<file path="src/rtl/alu_pkg.sv">
// Shared encodings and operation enum for the RV32I integer execute unit.
package alu_pkg;

  localparam logic [6:0] OPC_OP     = 7'b0110011;
  localparam logic [6:0] OPC_OP_IMM = 7'b0010011;
  localparam logic [6:0] OPC_LUI    = 7'b0110111;

  localparam logic [2:0] F3_ADD  = 3'b000;
  localparam logic [2:0] F3_SLL  = 3'b001;
  localparam logic [2:0] F3_SLT  = 3'b010;
  localparam logic [2:0] F3_SLTU = 3'b011;
  localparam logic [2:0] F3_XOR  = 3'b100;
  localparam logic [2:0] F3_SR   = 3'b101;
  localparam logic [2:0] F3_OR   = 3'b110;
  localparam logic [2:0] F3_AND  = 3'b111;

  localparam logic [6:0] F7_BASE = 7'b0000000;
  localparam logic [6:0] F7_ALT  = 7'b0100000;

  typedef enum logic [3:0] {
    ADD, SUB, SLL, SLT, SLTU, XOR, SRL, SRA, OR, AND, LUI, NONE
  } alu_op_t;

  // Functions whose funct3 alone selects the operation (no funct7 variant).
  function automatic alu_op_t f3_plain_op(input logic [2:0] funct3);
    unique case (funct3)
      F3_SLT:  return SLT;
      F3_SLTU: return SLTU;
      F3_XOR:  return XOR;
      F3_OR:   return OR;
      F3_AND:  return AND;
      default: return NONE;
    endcase
  endfunction

endpackage

</file>
<file path="src/rtl/alu_decode.sv">
// Combinational decode of an RV32I instruction into an ALU operation and operand B.
// Optional LUI support is enabled by defining ALU_LUI_EN.
module alu_decode
  import alu_pkg::*;
(
  input  logic [31:0] inst_i,
  input  logic [31:0] rs2_i,
  output alu_op_t     op_o,
  output logic [31:0] operand_b_o
);

  logic [6:0]  opcode;
  logic [2:0]  funct3;
  logic [6:0]  funct7;
  logic [31:0] imm_i;
  logic        unused_rd_field;

  assign opcode          = inst_i[6:0];
  assign funct3          = inst_i[14:12];
  assign funct7          = inst_i[31:25];
  assign imm_i           = {{20{inst_i[31]}}, inst_i[31:20]};
  assign unused_rd_field = ^inst_i[11:7];

  always_comb begin
    op_o        = NONE;
    operand_b_o = 32'h0;
    case (opcode)
      OPC_OP: begin
        operand_b_o = rs2_i;
        case (funct3)
          F3_ADD: begin
            if (funct7 == F7_BASE)     op_o = ADD;
            else if (funct7 == F7_ALT) op_o = SUB;
          end
          F3_SR: begin
            if (funct7 == F7_BASE)     op_o = SRL;
            else if (funct7 == F7_ALT) op_o = SRA;
          end
          F3_SLL: begin
            if (funct7 == F7_BASE) op_o = SLL;
          end
          default: begin
            if (funct7 == F7_BASE) op_o = f3_plain_op(funct3);
          end
        endcase
      end
      OPC_OP_IMM: begin
        operand_b_o = imm_i;
        case (funct3)
          // inst[30] belongs to the immediate here, so ADDI never becomes SUB.
          F3_ADD: op_o = ADD;
          F3_SLL: begin
            if (funct7 == F7_BASE) op_o = SLL;
          end
          F3_SR: begin
            if (funct7 == F7_BASE)     op_o = SRL;
            else if (funct7 == F7_ALT) op_o = SRA;
          end
          default: op_o = f3_plain_op(funct3);
        endcase
      end
`ifdef ALU_LUI_EN
      OPC_LUI: begin
        op_o        = LUI;
        operand_b_o = {inst_i[31:12], 12'h0};
      end
`endif
      default: op_o = NONE;
    endcase
  end

endmodule

</file>
<file path="src/rtl/rv32i_alu.sv">
// RV32I integer execute unit: OP / OP-IMM datapath with a registered result.
// Optional LUI support is enabled by defining ALU_LUI_EN.
module rv32i_alu
  import alu_pkg::*;
(
  input  logic        clk,
  input  logic        rst,
  input  logic [31:0] inst,
  input  logic [31:0] rs1,
  input  logic [31:0] rs2,
  output logic [31:0] rd
);

  alu_op_t     op;
  logic [31:0] operand_b;
  logic [4:0]  shamt;
  logic [31:0] result_d;
  logic [31:0] rd_q;

  alu_decode u_decode (
    .inst_i      (inst),
    .rs2_i       (rs2),
    .op_o        (op),
    .operand_b_o (operand_b)
  );

  assign shamt = operand_b[4:0];

  always_comb begin
    result_d = 32'h0;
    case (op)
      ADD:  result_d = rs1 + operand_b;
      SUB:  result_d = rs1 - operand_b;
      SLL:  result_d = rs1 << shamt;
      SLT:  result_d = {31'h0, $signed(rs1) < $signed(operand_b)};
      SLTU: result_d = {31'h0, rs1 < operand_b};
      XOR:  result_d = rs1 ^ operand_b;
      SRL:  result_d = rs1 >> shamt;
      SRA:  result_d = $unsigned($signed(rs1) >>> shamt);
      OR:   result_d = rs1 | operand_b;
      AND:  result_d = rs1 & operand_b;
      // Decode already placed the upper immediate on operand B.
      LUI:  result_d = operand_b;
      default: result_d = 32'h0;
    endcase
  end

  always_ff @(posedge clk or posedge rst) begin
    if (rst) rd_q <= 32'h0;
    else     rd_q <= result_d;
  end

  assign rd = rd_q;

endmodule

</file>
<file path="config.mk">
export PLATFORM = sky130hd
export DESIGN_NAME = rv32i_alu
export DESIGN_NICKNAME = d
export VERILOG_FILES = /design/src/rtl/alu_pkg.sv /design/src/rtl/alu_decode.sv /design/src/rtl/rv32i_alu.sv
export SDC_FILE = /design/constraint.sdc
export NUM_CORES = 1
export LEC_CHECK = 0
export CORE_ASPECT_RATIO = 0.8
export CORE_MARGIN = 2
export CORE_UTILIZATION = 45
export CTS_CLUSTER_DIAMETER = 60
export DETAILED_ROUTE_END_ITERATION = 7
export GPL_ROUTABILITY_DRIVEN = 0
export MAX_ROUTING_LAYER = met4
export PLACE_DENSITY = 0.77
export SETUP_SLACK_MARGIN = 0.05
export SYNTH_ARGS = -nofsm -noshare
export SYNTH_HDL_FRONTEND = slang
export SYNTH_SLANG_ARGS = --single-unit
</file>
<file path="constraint.sdc">
create_clock -name clk -period 2.93 [get_ports clk]
set_input_delay 0.7325 -clock clk [delete_from_list [all_inputs] [get_ports clk]]
set_output_delay 0.7325 -clock clk [all_outputs]
set_load 0.02 [all_outputs]
</file>
==> results.sh, run 1 <==
export IMPL_error_line="[ERROR GRT-0232] Routing congestion too high. Check the congestion heatmap in the GUI."
export IMPL_worstEpCategory="register input"
export IMPL_die_x_um=177
export IMPL_synth_area_leader_cell="ha_1"
export IMPL_netlist_area_um2=10800
export IMPL_synth_seq_cells=32
export IMPL_grt_max_degree=68
export IMPL_htree_levels=2
export IMPL_dp_hpwl_um=47700
export IMPL_seq_area_frac_synth_pct=7.45
export IMPL_clockRootBuffer="clkbuf_16"
export IMPL_io_buffers=119
export IMPL_grt_repair_worst_endpoint="rd[30]$_DFF_PP0_/D"
export IMPL_ys_top_cells_by_area="ha_1 12%, dfrtp_1 7.4%, a21oi_1 7.3%, mux2i_1 6.0%, nand2_1 5.7%"
export IMPL_yosys_warnings=0
export IMPL_cts_made_buffers=5
export IMPL_synth_edff_count=0
export IMPL_die_y_um=142
export IMPL_synth_cell_type_count=102
export IMPL_clock_path_buffers=2
export IMPL_grt_usage_pct=77.0
export IMPL_yosys_top_cells_count="162 x nand2_1, 156 x a21oi_1, 156 x nor2_1"
export IMPL_syn_inst=1591
export IMPL_synth_nets=1791
export IMPL_synth_most_common_cell="nand2_1"
export IMPL_async_reset_ff_share_pct=100
export IMPL_haltStage="global routing"
export IMPL_num_rows=50
export IMPL_synth_top_area_share_pct=11.6
export IMPL_grt_overflow_total=75
export IMPL_avgSynthCellArea_um2=6.76
export IMPL_ys_flop_type="dfrtp_1"
export IMPL_cts_sinks=32
export IMPL_start_util_pct=45.8
export IMPL_ioPinCount=130
export IMPL_place_ws_ns=-2.17
export IMPL_status="aborted with a tool error"
layer usage:
metal | GRT usage, % | GRT overflow
met1 | 76.1 | 1
met2 | 89.5 | 36
met3 | 63.2 | 2
met4 | 75.7 | 36
met5 | - | -
stage by stage:
stage / setup TNS (ns) / cells / cell area (um2) / hold slack [ns]
3_5_place_dp: -55.75 / 2484 / 16500 / 1.18
2_1_floorplan: -32.28 / 1591 / 11000 / 0.849
4_1_cts: -26.72 / 2555 / 18400 / 0.883
3_3_place_gp: -52.90 / 2484 / 16500 / 1.18
what timing repair did:
action,in CTS
gates cloned,2
hold buffers,0
pin swaps,127
setup buffers,62
endpoints found under the hold margin,0
endpoints found under the setup margin,32
gates resized for setup,310
kinds of logic after synthesis:
family          synth area share (%)
buf+inv                         8.31
simple gates                    22.1
fa+ha+maj                       12.0
mux                             8.63
flops                           7.45
compound gates                  41.0
xor+xnor                       0.489
==> run 2, diff against run 1 <==
==> config.mk (replaced) <==
export PLATFORM = sky130hd
export DESIGN_NAME = rv32i_alu
export DESIGN_NICKNAME = d
export VERILOG_FILES = /design/src/rtl/alu_pkg.sv /design/src/rtl/alu_decode.sv /design/src/rtl/rv32i_alu.sv
export SDC_FILE = /design/constraint.sdc
export NUM_CORES = 1
export LEC_CHECK = 0
export CORE_MARGIN = 2
export CORE_UTILIZATION = 30
export DETAILED_ROUTE_END_ITERATION = 7
export GPL_ROUTABILITY_DRIVEN = 0
export PLACE_DENSITY_LB_ADDON = 0.15
export SYNTH_ARGS = -nofsm -noshare
export SYNTH_HDL_FRONTEND = slang
export SYNTH_SLANG_ARGS = --single-unit
==> results.sh, run 2 <==
export IMPL_status="finished with violations"
export IMPL_violations="setup timing"
export IMPL_hold_class="in -> async"
export IMPL_tightest_slew_ns=0.799
export IMPL_die_x_um=193
export IMPL_grt_pass1_vias=16300
export IMPL_yosys_warnings=0
export IMPL_setup_slack_ns=-1.24
export IMPL_drc=0
export IMPL_rsz0062_at_grt="yes"
export IMPL_core_um2=35400
export IMPL_dp_hpwl_um=53400
export IMPL_p_comb_share_pct=64.5
export IMPL_vias_per_cell=6.11
export IMPL_cp_cell_sequence="buf_6, nand4b_1, buf_6, or3_4, ha_4, inv_1, a211oi_2, nand2_1, a22oi_2, a21oi_1, buf_4, buf_4, a21bo_2, a221oi_1, mux2i_1, a211o_1"
export IMPL_crit_required_ns=3.12
export IMPL_ys_flop_type="dfrtp_1"
export IMPL_synth_area_leader_cell="ha_1"
export IMPL_cts_sinks=32
export IMPL_first_pass_iters=8
export IMPL_largest_register_ffs=32
export IMPL_num_rows=69
export IMPL_max_freq_ghz=0.240
export IMPL_synth_top_area_share_pct=11.6
export IMPL_p_int_mw=1.71
export IMPL_leakagePower_nw=8.88
export IMPL_crit_path_max_fanout=5
export IMPL_seqPwrFrac_pct=15.5
export IMPL_htree_levels=2
export IMPL_avgSynthCellArea_um2=6.76
export IMPL_final_hold_violation_count=0
export IMPL_drive_above_1_share_pct=43.0
export IMPL_synth_edff_count=0
export IMPL_slowest_stage="or3_4"
export IMPL_vdd_drop_max_mv=0.232
export IMPL_p_sw_share_pct=43.7
export IMPL_drv_cap=0
export IMPL_totalPowerFinal_mw=3.04
export IMPL_drt_wl_total_um=69600
export IMPL_yosys_top_cells_count="162 x nand2_1, 156 x a21oi_1, 156 x nor2_1"
export IMPL_grt_usage_pct=35.6
export IMPL_grt_max_degree=61
export IMPL_fin_setup_tns_ns=-27.41
export IMPL_drt_iter0_drc=2295
export IMPL_n_antenna_cell=0
export IMPL_fin_crit_ns=4.17
export IMPL_synth_nets=1791
export IMPL_final_common_cell="buf_4"
export IMPL_io_buffers=119
export IMPL_clk_pin_slew_worst_paths_ns=0.07
export IMPL_design_area_um2=19500
export IMPL_clock_path_buffers=2
export IMPL_crit_path_max_incr_delay_ns=0.43
export IMPL_critPathTopFamily="compound AO/OA/AOI/OAI gates"
export IMPL_vias=16800
export IMPL_critPathArrivalTime_ns=4.36
export IMPL_start_util_pct=30.4
export IMPL_synth_cell_type_count=102
export IMPL_netlist_area_um2=10800
export IMPL_syn_inst=1591
export IMPL_powerDensity_nw_per_um2=156
export IMPL_fin_nets=2481
export IMPL_placed_cell_area_um2=16900
export IMPL_final_cell_mix="608 x buf_4, 153 x nand2_1, 146 x nor2_1"
export IMPL_synth_seq_cells=32
export IMPL_clockRootBuffer="clkbuf_16"
export IMPL_min_period_over_period_pct=142
export IMPL_seq_area_frac_synth_pct=7.45
export IMPL_grt_overflow_total=0
export IMPL_ys_top_cells_by_area="ha_1 12%, dfrtp_1 7.4%, a21oi_1 7.3%, mux2i_1 6.0%, nand2_1 5.7%"
export IMPL_cts_tree="done"
export IMPL_power_switching_mw=1.33
export IMPL_die_y_um=193
export IMPL_setup_violations=32
export IMPL_syn_to_final_growth_pct=81.1
export IMPL_cts_made_buffers=5
export IMPL_ioPinCount=130
export IMPL_end_kind="register"
export IMPL_critical_path_class="in -> reg"
export IMPL_hold_ws_ns=0.859
export IMPL_max_slew_margin_pct=46.6
export IMPL_fin_util_pct=55.0
export IMPL_wl_per_cell_um=25.4
export IMPL_crit_buf_inv=5
export IMPL_power_frac_clock_pct=20.0
export IMPL_synth_most_common_cell="nand2_1"
export IMPL_slew_violations=0
export IMPL_die_area_um2=37400
export IMPL_async_reset_ff_share_pct=100
export IMPL_antenna_found_initial=1
export IMPL_ant_nets=0
export IMPL_critPathLaunchType="input port"
export IMPL_grt_pass1_wl_um=102000
## run 2: metal layers
layer,wire [um],global-route usage [%],vias to the layer above
met1,26800,44.7,7877
met4,6240,25.6,0
met5,0,0,-
li1,-,-,7424
met2,29500,54.6,1165
met3,7070,6.61,299
## run 2: kinds of logic (layout without fill, tap and decap cells)
kind of cell | after synthesis | after routing | share of synthesized area, %
xor gates and xnor gates | 6 | 6 | 0.489
buffers and inverters | 222 | 913 | 8.31
DFF | 32 | 32 | 7.45
adders and majority gates | 102 | 102 | 12.0
and+or+nand+nor | 504 | 504 | 22.1
muxes | 85 | 85 | 8.63
AOI/OAI and AO/OA | 640 | 640 | 41.0
## run 2: layout make-up
type | instances | area (um2)
Clock buffer | 6 | 139
Clock inverter | 2 | 10.0
Fill cell | 3332 | 15900
Inverter | 101 | 388
Multi-Input combinational cell | 1337 | 10700
Sequential cell | 32 | 801
Tap cell | 461 | 577
Timing Repair Buffer | 804 | 6840
## run 2: timing repair
item / 4_1_cts / 5_1_grt
pin swaps: 126 / 47
endpoints found under the setup margin: 32 / 32
setup buffers: 67 / 21
hold buffers: 0 / 0
cloned: 5 / 0
gates resized for setup: 361 / 83
## run 2: path summary, 6_finish.rpt
path	start	to	slack, ns	cells past startpoint
min in group clk	inst[28]	rd[8]$_DFF_PP0_	1.23	7
worst min-delay path	rst	rd[27]$_DFF_PP0_	0.86	3
worst max-delay path	inst[6]	rd[29]$_DFF_PP0_	-1.24	16
max in group asynchronous	rst	rd[9]$_DFF_PP0_	1.67	3
## run 2: power by group through the flow
stage / sequential, mW / clock (mW) / combinational, mW
6_report: 0.470 / 0.608 / 1.96
3_5_place_dp: 0.478 / 0 / 1.68
3_3_place_gp: 0.478 / 0 / 1.68
5_1_grt: 0.471 / 0.625 / 2.05
4_1_cts: 0.470 / 0.612 / 1.85
2_1_floorplan: 0.500 / 0 / 0.672
## run 2: per-stage QoR
stage | instances | setup slack (ns)
2_1_floorplan | 1591 | -1.68
3_3_place_gp | 2653 | -1.99
3_5_place_dp | 2653 | -2.06
4_1_cts | 2728 | -1.17
5_1_grt | 2743 | -1.32
6_report | 2743 | -1.24
No activity file was read; power rests on OpenSTA's default activity.
==> run 3, diff against run 2 <==
--- a/config.mk
+++ b/config.mk
@@ -10,6 +10,8 @@
 export DETAILED_ROUTE_END_ITERATION = 7
 export GPL_ROUTABILITY_DRIVEN = 0
 export PLACE_DENSITY_LB_ADDON = 0.15
+export REMOVE_ABC_BUFFERS = 1
+export SLEW_MARGIN = 5
 export SYNTH_ARGS = -nofsm -noshare
 export SYNTH_HDL_FRONTEND = slang
 export SYNTH_SLANG_ARGS = --single-unit
==> results.sh, run 3 (synthesized netlist as in run 2, its figures left out) <==
export IMPL_status="finished with violations"
export IMPL_violations="setup timing"
export IMPL_cts_made_buffers=5
export IMPL_wl_per_cell_um=25.8
export IMPL_core_um2=35400
export IMPL_min_period_over_period_pct=142
export IMPL_grt_overflow_total=0
export IMPL_fin_nets=2501
export IMPL_drive_above_1_share_pct=45.1
export IMPL_antenna_found_initial=2
export IMPL_die_y_um=193
export IMPL_fill_cells=3281
export IMPL_final_hold_violation_count=0
export IMPL_vias_per_cell=6.26
export IMPL_cts_sinks=32
export IMPL_final_common_cell="buf_4"
export IMPL_leakagePower_nw=9.11
export IMPL_crit_required_ns=3.12
export IMPL_tightest_slew_ns=0.900
export IMPL_final_cell_mix="613 x buf_4, 146 x nand2_1, 140 x nor2_1"
export IMPL_vias=17300
export IMPL_setup_slack_ns=-1.23
export IMPL_crit_path_max_fanout=4
export IMPL_cts_hold_buf=0
export IMPL_end_kind="register"
export IMPL_start_util_pct=30.4
export IMPL_critical_path_class="in -> reg"
export IMPL_fin_crit_ns=4.16
export IMPL_cts_tree="done"
export IMPL_drv_cap=0
export IMPL_critPathLaunchType="input port"
export IMPL_clock_path_buffers=2
export IMPL_grt_pass1_wl_um=102000
export IMPL_drc=0
export IMPL_grt_pass1_vias=16200
export IMPL_max_slew_margin_pct=39.8
export IMPL_setup_violations=32
export IMPL_dpl_cell_count=2667
export IMPL_place_ws_ns=-2.34
export IMPL_design_area_um2=20100
export IMPL_critPathArrivalTime_ns=4.35
export IMPL_clockRootBuffer="clkbuf_16"
export IMPL_grt_max_degree=54
export IMPL_dp_hpwl_um=51900
export IMPL_finalNonFillerCells=2764
export IMPL_totalPowerFinal_mw=3.01
export IMPL_slew_violations=0
export IMPL_ioPinCount=130
export IMPL_rsz0062_at_grt="yes"
export IMPL_largest_register_ffs=32
export IMPL_drt_wl_total_um=71300
export IMPL_ant_nets=0
export IMPL_syn_to_final_growth_pct=86.7
export IMPL_grt_usage_pct=35.6
export IMPL_hold_class="in -> async"
export IMPL_htree_levels=2
export IMPL_powerDensity_nw_per_um2=150
export IMPL_io_buffers=119
export IMPL_drt_iter0_drc=2412
export IMPL_vdd_drop_max_mv=0.175
export IMPL_die_area_um2=37400
export IMPL_clk_pin_slew_worst_paths_ns=0.07
export IMPL_first_pass_iters=7
export IMPL_max_freq_ghz=0.241
export IMPL_placed_cell_area_um2=16900
export IMPL_num_rows=69
export IMPL_cp_startpoint="inst[6]"
export IMPL_die_x_um=193
export IMPL_hold_ws_ns=0.851
==> run 3: changes by cell type in the layout (fill, tap and decap cells not counted), moves of 6 or more <==
cell,change
a21oi_2,-10
buf_12,+8
ha_1,-11
ha_4,+6
nand2_1,-7
nand2_2,+8
nor2_1,-6
==> run 3: per-layer routing <==
layer  track usage (%)  vias up  wire length, um
li1                  -     7442                -
met1              46.3     8035            27400
met2              53.8     1448            30000
met3              9.88      376             9200
met4              18.2        0             4810
met5                 0        -                0
==> run 3: final timing paths <==
check	slack [ns]	end	cells past startpoint
max	-1.23	rd[22]$_DFF_PP0_	18
min	0.85	rd[25]$_DFF_PP0_	3
max in group asynchronous	1.69	rd[1]$_DFF_PP0_	3
min in group clk	1.21	rd[8]$_DFF_PP0_	7
==> run 3: cell type report <==
cell class | instances | area [um2] | area share [%]
multi-input cells | 1337 | 10900 | 54.4
flip-flops and latches | 32 | 801 | 3.99
well taps | 461 | 577 | 2.87
clock inverters | 1 | 5.00 | 0.0249
repair buffers | 824 | 7250 | 36.1
inverters | 101 | 399 | 1.99
clock buffers | 6 | 129 | 0.642
diodes | 2 | 5.00 | 0.0249
==> run 3: what timing repair did <==
action,CTS,global route
cloned,7,3
pin swaps,95,118
gates resized for setup,352,189
setup endpoints to repair,32,32
setup buffers,51,37
==> run 3: power by group <==
group	total [mW]	switching, mW	internal (mW)
Clock	0.575	0.264	0.311
Sequential	0.467	0.00648	0.461
Combinational	1.97	1.04	0.933
Total	3.01	1.31	1.70
==> run 3: worst max-delay path, stage by stage <==
cell and delay (ns):
buf_6 0.09, nand4b_1 0.17, buf_6 0.15, buf_4 0.12
or3_4 0.37, ha_4 0.32, nor2b_4 0.05, buf_4 0.13
a2111oi_4 0.28, a221oi_4 0.18, a2111oi_4 0.48, nand2_2 0.22
buf_6 0.18, a21boi_2 0.14, buf_4 0.13, o22a_1 0.16
a21oi_2 0.05, a311o_1 0.36
==> run 3: stage by stage <==
stage,TNS [ns],util (%)
floorplan,-100.28,-
global placement,-57.60,47.7
detailed placement,-58.36,47.7
CTS,-25.51,53.5
global route,-28.65,56.7
finish,-26.00,56.7
